<file path="config.mk">
export PLATFORM = sky130hd
export DESIGN_NAME = mat_inv
export DESIGN_NICKNAME = d
export VERILOG_FILES = /design/src/rtl/mat_inv_pkg.sv /design/src/rtl/mat_inv_div.sv /design/src/rtl/mat_inv.sv
export SDC_FILE = /design/constraint.sdc
export NUM_CORES = 2
export LEC_CHECK = 0
export ABC_AREA = 0
export BUFFER_PORTS_ARGS = -buffer_cell sky130_fd_sc_hd__buf_4
export CORE_ASPECT_RATIO = 1.1
export CORE_MARGIN = 2
export CORE_UTILIZATION = 40
export CTS_BUF_LIST = sky130_fd_sc_hd__clkbuf_8
export CTS_CLUSTER_SIZE = 30
export DETAILED_ROUTE_END_ITERATION = 6
export PLACE_DENSITY = 0.56
export SYNTH_ARGS = -nofsm -noshare
export SYNTH_HDL_FRONTEND = slang
export SYNTH_SLANG_ARGS = --single-unit
</file>
<file path="constraint.sdc">
create_clock -name clk -period 32.3 [get_ports clk]
set_input_delay 4.845 -clock clk [delete_from_list [all_inputs] [get_ports clk]]
set_output_delay 4.845 -clock clk [all_outputs]
set_load 0.05 [all_outputs]
</file>
<file path="src/rtl/mat_inv_pkg.sv">
// mat_inv_pkg: shared widths, fraction counts and FSM state type for the
// 2x2 symmetric matrix inverter (mat_inv) and its restoring divider.
package mat_inv_pkg;

  // Input element widths: sig0 Q21.0, sig1 Q16.4, sig2 Q24.8
  localparam int SIG0_W = 21;
  localparam int SIG1_W = 20;
  localparam int SIG2_W = 32;

  // Output widths: out0 Q16.16, out1 Q4.16, out2 Q5.16 (all signed)
  localparam int OUT0_W = 32;
  localparam int OUT1_W = 20;
  localparam int OUT2_W = 21;

  // Fraction counts
  localparam int FRAC_SIG1 = 4;
  localparam int FRAC_SIG2 = 8;
  localparam int FRAC_OUT  = 16;

  // Datapath widths
  localparam int DVD_W = 48;  // dividend
  localparam int DVS_W = 54;  // divisor / determinant
  localparam int QUO_W = 32;  // quotient
  localparam int CNT_W = 5;   // iteration counter

  // Dividend alignment: every numerator is brought to 24 fraction bits so
  // that dividing by D (8 fraction bits) leaves 16 fraction bits.
  localparam int SH0 = FRAC_OUT;
  localparam int SH1 = FRAC_OUT + FRAC_SIG2 - FRAC_SIG1;
  localparam int SH2 = FRAC_OUT + FRAC_SIG2;

  typedef enum logic [1:0] {
    S_IDLE = 2'd0,
    S_DET  = 2'd1,
    S_DIV  = 2'd2,
    S_DONE = 2'd3
  } state_e;

endpackage

</file>
<file path="src/rtl/mat_inv_div.sv">
// mat_inv_div: one-quotient-bit-per-cycle restoring divider.
//   clk, rst_n : clock, async active-low reset
//   init       : load dividend, clear state, latch overflow flag
//   step       : produce one quotient bit (MSB first)
//   dividend   : DVD_W-bit unsigned numerator
//   divisor    : DVS_W-bit unsigned divisor (must be valid on init and step)
//   quotient   : QUO_W-bit truncated quotient, valid after QUO_W steps
//   overflow   : true quotient does not fit in QUO_W bits
module mat_inv_div
  import mat_inv_pkg::*;
(
  input  logic             clk,
  input  logic             rst_n,
  input  logic             init,
  input  logic             step,
  input  logic [DVD_W-1:0] dividend,
  input  logic [DVS_W-1:0] divisor,
  output logic [QUO_W-1:0] quotient,
  output logic             overflow
);

  logic [DVS_W-1:0] rem_q, rem_d;
  // Low dividend bits shift out of the top while quotient bits shift in.
  logic [QUO_W-1:0] lo_q, lo_d;
  logic             ovf_q, ovf_d;
  logic [DVS_W:0]   trial;
  logic [DVS_W:0]   diff;
  logic             ge;

  always_comb begin
    trial = {rem_q, lo_q[QUO_W-1]};
    ge    = (trial >= {1'b0, divisor});
    diff  = trial - {1'b0, divisor};
    rem_d = rem_q;
    lo_d  = lo_q;
    ovf_d = ovf_q;
    if (init) begin
      rem_d = DVS_W'(dividend[DVD_W-1:QUO_W]);
      lo_d  = dividend[QUO_W-1:0];
      ovf_d = (DVS_W'(dividend[DVD_W-1:QUO_W]) >= divisor);
    end else if (step) begin
      rem_d = ge ? diff[DVS_W-1:0] : trial[DVS_W-1:0];
      lo_d  = {lo_q[QUO_W-2:0], ge};
    end
  end

  always_ff @(posedge clk or negedge rst_n) begin
    if (!rst_n) begin
      rem_q <= '0;
      lo_q  <= '0;
      ovf_q <= 1'b0;
    end else begin
      rem_q <= rem_d;
      lo_q  <= lo_d;
      ovf_q <= ovf_d;
    end
  end

  assign quotient = lo_q;
  assign overflow = ovf_q;

endmodule

</file>
<file path="src/rtl/mat_inv.sv">
// mat_inv: sequential inverse of the symmetric matrix [[sig0, sig1], [sig1, sig2]].
//   clk, rst_n      : clock, async active-low reset
//   start           : level request, sampled in IDLE
//   sig0/sig1/sig2  : matrix elements (Q21.0, Q16.4, Q24.8, unsigned)
//   out0/out1/out2  : inverse entries sig2/D, -sig1/D, sig0/D (signed Q.16)
//   o_valid         : one-cycle pulse when outputs update
// Optional build macro MAT_INV_DEBUG_EN adds:
//   det      : registered determinant D (signed, scaled by 2^8)
//   singular : D <= 0 at the most recent completion
module mat_inv
  import mat_inv_pkg::*;
(
  input  logic              clk,
  input  logic              rst_n,
  input  logic              start,
  input  logic [SIG0_W-1:0] sig0,
  input  logic [SIG1_W-1:0] sig1,
  input  logic [SIG2_W-1:0] sig2,
  output logic [OUT0_W-1:0] out0,
  output logic [OUT1_W-1:0] out1,
  output logic [OUT2_W-1:0] out2,
  output logic              o_valid
`ifdef MAT_INV_DEBUG_EN
  ,
  output logic [DVS_W-1:0]  det,
  output logic              singular
`endif
);

  localparam logic [QUO_W-1:0] Q0_MAX = 32'h7FFF_FFFF;
  localparam logic [QUO_W-1:0] Q1_MAX = 32'h0008_0000;
  localparam logic [QUO_W-1:0] Q2_MAX = 32'h000F_FFFF;

  state_e                   state_q, state_d;
  logic [CNT_W-1:0]         cnt_q, cnt_d;
  logic [SIG0_W-1:0]        sig0_q, sig0_d;
  logic [SIG1_W-1:0]        sig1_q, sig1_d;
  logic [SIG2_W-1:0]        sig2_q, sig2_d;
  logic signed [DVS_W-1:0]  d_q, d_d;
  logic [OUT0_W-1:0]        out0_q, out0_d;
  logic [OUT1_W-1:0]        out1_q, out1_d;
  logic [OUT2_W-1:0]        out2_q, out2_d;
  logic                     o_valid_q, o_valid_d;

  logic [DVS_W-1:0]         prod_a, prod_b;
  logic signed [DVS_W-1:0]  d_calc;
  logic                     d_bad;
  logic [DVS_W-1:0]         div_dvs;
  logic [QUO_W-1:0]         q0, q1, q2;
  logic                     ovf0, ovf1, ovf2;
  logic [QUO_W-1:0]         mag1, neg1;

  // Both products carry 8 fraction bits, so D is exact at scale 2^8.
  assign prod_a = DVS_W'(sig0_q) * DVS_W'(sig2_q);
  assign prod_b = DVS_W'(sig1_q) * DVS_W'(sig1_q);
  assign d_calc = $signed(prod_a - prod_b);
  assign d_bad  = d_q[DVS_W-1] || (d_q == '0);

  // The overflow compare at init happens in DET, before D is registered.
  assign div_dvs = (state_q == S_DET) ? $unsigned(d_calc) : $unsigned(d_q);

  mat_inv_div u_div0 (
    .clk(clk), .rst_n(rst_n),
    .init(state_q == S_DET), .step(state_q == S_DIV),
    .dividend(DVD_W'(sig2_q) << SH0), .divisor(div_dvs),
    .quotient(q0), .overflow(ovf0)
  );

  mat_inv_div u_div1 (
    .clk(clk), .rst_n(rst_n),
    .init(state_q == S_DET), .step(state_q == S_DIV),
    .dividend(DVD_W'(sig1_q) << SH1), .divisor(div_dvs),
    .quotient(q1), .overflow(ovf1)
  );

  mat_inv_div u_div2 (
    .clk(clk), .rst_n(rst_n),
    .init(state_q == S_DET), .step(state_q == S_DIV),
    .dividend(DVD_W'(sig0_q) << SH2), .divisor(div_dvs),
    .quotient(q2), .overflow(ovf2)
  );

  always_comb begin
    state_d   = state_q;
    cnt_d     = cnt_q;
    sig0_d    = sig0_q;
    sig1_d    = sig1_q;
    sig2_d    = sig2_q;
    d_d       = d_q;
    out0_d    = out0_q;
    out1_d    = out1_q;
    out2_d    = out2_q;
    o_valid_d = 1'b0;
    mag1      = (ovf1 || (q1 > Q1_MAX)) ? Q1_MAX : q1;
    neg1      = -mag1;
    case (state_q)
      S_IDLE: begin
        if (start) begin
          sig0_d  = sig0;
          sig1_d  = sig1;
          sig2_d  = sig2;
          state_d = S_DET;
        end
      end
      S_DET: begin
        d_d     = d_calc;
        cnt_d   = '0;
        state_d = S_DIV;
      end
      S_DIV: begin
        cnt_d = cnt_q + 1'b1;
        if (cnt_q == {CNT_W{1'b1}}) state_d = S_DONE;
      end
      S_DONE: begin
        if (d_bad) begin
          out0_d = '0;
          out1_d = '0;
          out2_d = '0;
        end else begin
          out0_d = (ovf0 || (q0 > Q0_MAX)) ? Q0_MAX : q0;
          out1_d = neg1[OUT1_W-1:0];
          out2_d = OUT2_W'((ovf2 || (q2 > Q2_MAX)) ? Q2_MAX : q2);
        end
        o_valid_d = 1'b1;
        state_d   = S_IDLE;
      end
      default: state_d = S_IDLE;
    endcase
  end

  always_ff @(posedge clk or negedge rst_n) begin
    if (!rst_n) begin
      state_q   <= S_IDLE;
      cnt_q     <= '0;
      sig0_q    <= '0;
      sig1_q    <= '0;
      sig2_q    <= '0;
      d_q       <= '0;
      out0_q    <= '0;
      out1_q    <= '0;
      out2_q    <= '0;
      o_valid_q <= 1'b0;
    end else begin
      state_q   <= state_d;
      cnt_q     <= cnt_d;
      sig0_q    <= sig0_d;
      sig1_q    <= sig1_d;
      sig2_q    <= sig2_d;
      d_q       <= d_d;
      out0_q    <= out0_d;
      out1_q    <= out1_d;
      out2_q    <= out2_d;
      o_valid_q <= o_valid_d;
    end
  end

  assign out0    = out0_q;
  assign out1    = out1_q;
  assign out2    = out2_q;
  assign o_valid = o_valid_q;

`ifdef MAT_INV_DEBUG_EN
  logic singular_q, singular_d;

  assign singular_d = (state_q == S_DONE) ? d_bad : singular_q;

  always_ff @(posedge clk or negedge rst_n) begin
    if (!rst_n) singular_q <= 1'b0;
    else        singular_q <= singular_d;
  end

  assign det      = $unsigned(d_q);
  assign singular = singular_q;
`endif

endmodule

</file>
==> run summary <==
CTS sink count: 469
skew final: 0.0986 ns
WS Path Type: flip-flop to flip-flop
net count after synthesis: 8,587
CTS buffer count: 90
share of synthesized flip-flops with an asynchronous set or reset: 100%
worst min path class: flip-flop to flip-flop
Mapped Area: 64,900 µm²
vias in the first global route: 52,200
min-delay src: out2[11]
max-slew violations: 0
Setup-failing EPs final: 0
largest net degree at the start of global routing: 159
final hold violations: 0
Pre-antenna DRT Iters: 5
max incr delay on CP: 1.02 ns
htree depth: 3
status: complete, no violations
gr usage total: 24.3%
layout cells sized above 1: 8.85%
Worst Setup End Kind: flip-flop
Max Cap Viol: 0
port bufs: 149
drt initial violations: 3,269
detailed placement HPWL: 150 mm
DRC viols: 0
Main synth FF type: dfrtp_1
Skew-Pair Late Insertion Delay: 0.82 ns
die area: 165,000 µm²
vias per cell: 5.36
via count: 49,600
hold buffer count at cts: 0
clock transition at the registers of the reported paths: 0.06 ns
reg2reg path depth: 40
Hold Path Sink: out2[11]
CTS tree: built
placed inst area: 68,200 µm²
Crit Path Max Fanout: 21
worst path required time: 33.00 ns
reg2reg start: sig1_q[6]
clock root buffer: clkbuf_8
synthesized flop and latch total: 469
placer congestion estimate: 0.928
DP Worst Slack: 18.48 ns
Fillers: 15,900
antenna-violating nets left: 0
io pins: 150
Resized cells post-CTS: 0
hold depth: 1
drt wl/cell: 21.2 µm
Core ar.: 162,000 µm²
most used cell, CP: fa_1
crit path DAT: 14.78 ns
minimum clock period: 14.08 ns
FP Rows: 155
most common cell after layout, fill and taps aside: inv_1
Rel. slew slack: 17.2%
Die Ht: 426 µm
Synth-to-Final Area Change: 8.32%
synth warn: 0
worst setup margin: 18.22 ns
chip width: 388 µm
Gate Count Post-Synth: 7,089
Overflow after GRT: 0
CP max stage cell: nor2_2
postcts setup bufs: 0
reg2reg setup slack: 18.22 ns
first-pass GRT wire length: 312 mm
fin area: 70,300 µm²
setup TNS: 0 ns
RSZ-0062 raised after global routing: false
commonest cells after routing, fill and taps aside: inv_1, fa_1, nand2_1, ha_1, dfrtp_1
register area share after synthesis: 18.1%
Reg2Reg Capture Point: u_div0.rem_q[30]
post-synthesis average cell area: 9.15 µm²
post-synth cell types: 97
final worst path period share: 43.6%
CP Launch Type: flip-flop
Longest Clk Path Bufs: 3
Hold Slack: 0.486 ns
# nets final: 8,563
Initial Utilization: 40.1%
initial antenna violation count: 10
Fmax achieved: 0.0710 GHz
Routed WL: 197 mm
Post-synth EDFFs: 0
Worst-Margin Slew: 1.24 ns
[how the worst max path moves through the flow]
| stage | start | endpoint | slack [ns] | depth (start not counted) |
|---|---|---|---|---|
| floorplan | sig1_q[5] | u_div1.rem_q[52] | 21.00 | 44 |
| global placement | sig1_q[10] | u_div0.rem_q[30] | 18.79 | 40 |
| detailed placement | sig1_q[10] | u_div0.rem_q[30] | 18.48 | 40 |
| CTS | sig1_q[10] | u_div0.rem_q[30] | 18.43 | 40 |
| global route | sig1_q[10] | u_div0.rem_q[3] | 17.62 | 40 |
| finish | sig1_q[6] | u_div0.rem_q[30] | 18.22 | 40 |
[registers in the layout, indices dropped and copies added (netlist names)]
signal and cells:
cnt_q 5, d_q 54, o_valid 1, out0 32, out1 20, out2 21, sig0_q 21, sig1_q 20
sig2_q 32, state_q 2, u_div0.overflow 1, u_div0.quotient 32, u_div0.rem_q 54, u_div1.overflow 1, u_div1.quotient 32, u_div1.rem_q 54
u_div2.overflow 1, u_div2.quotient 32, u_div2.rem_q 54
[stage by stage]
step	cells	utilization, %
detailed placement	9092	42.1
global route	9260	43.4
finish	9263	43.5
global placement	9092	42.1
CTS	9257	43.4
floorplan	7089	-
[worst max-delay path: cells and delay by family, from the launching register on]
kind / cells / cell delay (ns)
and+or+nand+nor: 5 / 2.04
buffers and inverters: 4 / 0.50
DFF: 1 / 0.94
AOI/OAI and AO/OA: 18 / 4.15
xor gates and xnor gates: 1 / 0.18
muxes: 1 / 0.85
adders and majority gates: 11 / 5.30
[cells by family (layout without fill, tap and decap cells)]
kind of cell | Yosys count | in the layout | synth area share, %
AOI/OAI and AO/OA | 1158 | 1158 | 12.4
xor gates and xnor gates | 270 | 270 | 3.64
adders and majority gates | 1455 | 1455 | 38.7
buffers and inverters | 1729 | 1778 | 10.1
DFF | 469 | 469 | 18.1
muxes | 212 | 212 | 3.47
other | 0 | 6 | 0
and+or+nand+nor | 1796 | 1796 | 13.5
[synth_stat cells (33+ instances only)]
cell type | number | area share, %
a22o_1 | 33 | 0.45
xor2_1 | 74 | 1.0
nand3_1 | 94 | 0.73
dfrtp_1 | 469 | 18
mux2i_1 | 118 | 1.8
nor2_1 | 255 | 1.5
a21o_1 | 115 | 1.3
ha_1 | 488 | 9.4
a21oi_1 | 277 | 2.1
nand2_1 | 699 | 4.0
a31o_2 | 57 | 0.77
fa_1 | 934 | 29
inv_1 | 1340 | 7.8
o2bb2ai_1 | 149 | 2.0
nand2b_1 | 35 | 0.34
o21ai_0 | 173 | 1.3
xnor2_1 | 196 | 2.6
nor3_1 | 47 | 0.36
nand4_1 | 43 | 0.41
mux2_2 | 93 | 1.6
a31oi_1 | 42 | 0.40
and2_1 | 394 | 3.8
clkbuf_1 | 329 | 1.9
nor2b_1 | 86 | 0.83
[routing by layer]
layer,wire (µm),vias to the layer above,GRT usage (%)
met5,25,-,0
met4,7160,4,8.14
met3,12200,312,4.04
met2,89800,1351,39.0
met1,87400,25300,33.4
li1,-,22700,-
[area by class of cell]
type / instances / area (µm²) / share of cell area [%]
diodes: 6 / 15.0 / 0.0214
clock buffers: 106 / 1460 / 2.08
clock inverters: 59 / 638 / 0.908
inverters: 1348 / 5060 / 7.21
multi-input cells: 4891 / 46700 / 66.4
flip-flops and latches: 469 / 11700 / 16.7
well taps: 2119 / 2650 / 3.77
repair buffers: 265 / 2030 / 2.89
Power is left out: the tool's default activity adds up to more than one toggle a clock period on the data nets, which glitch-free logic cannot reach.
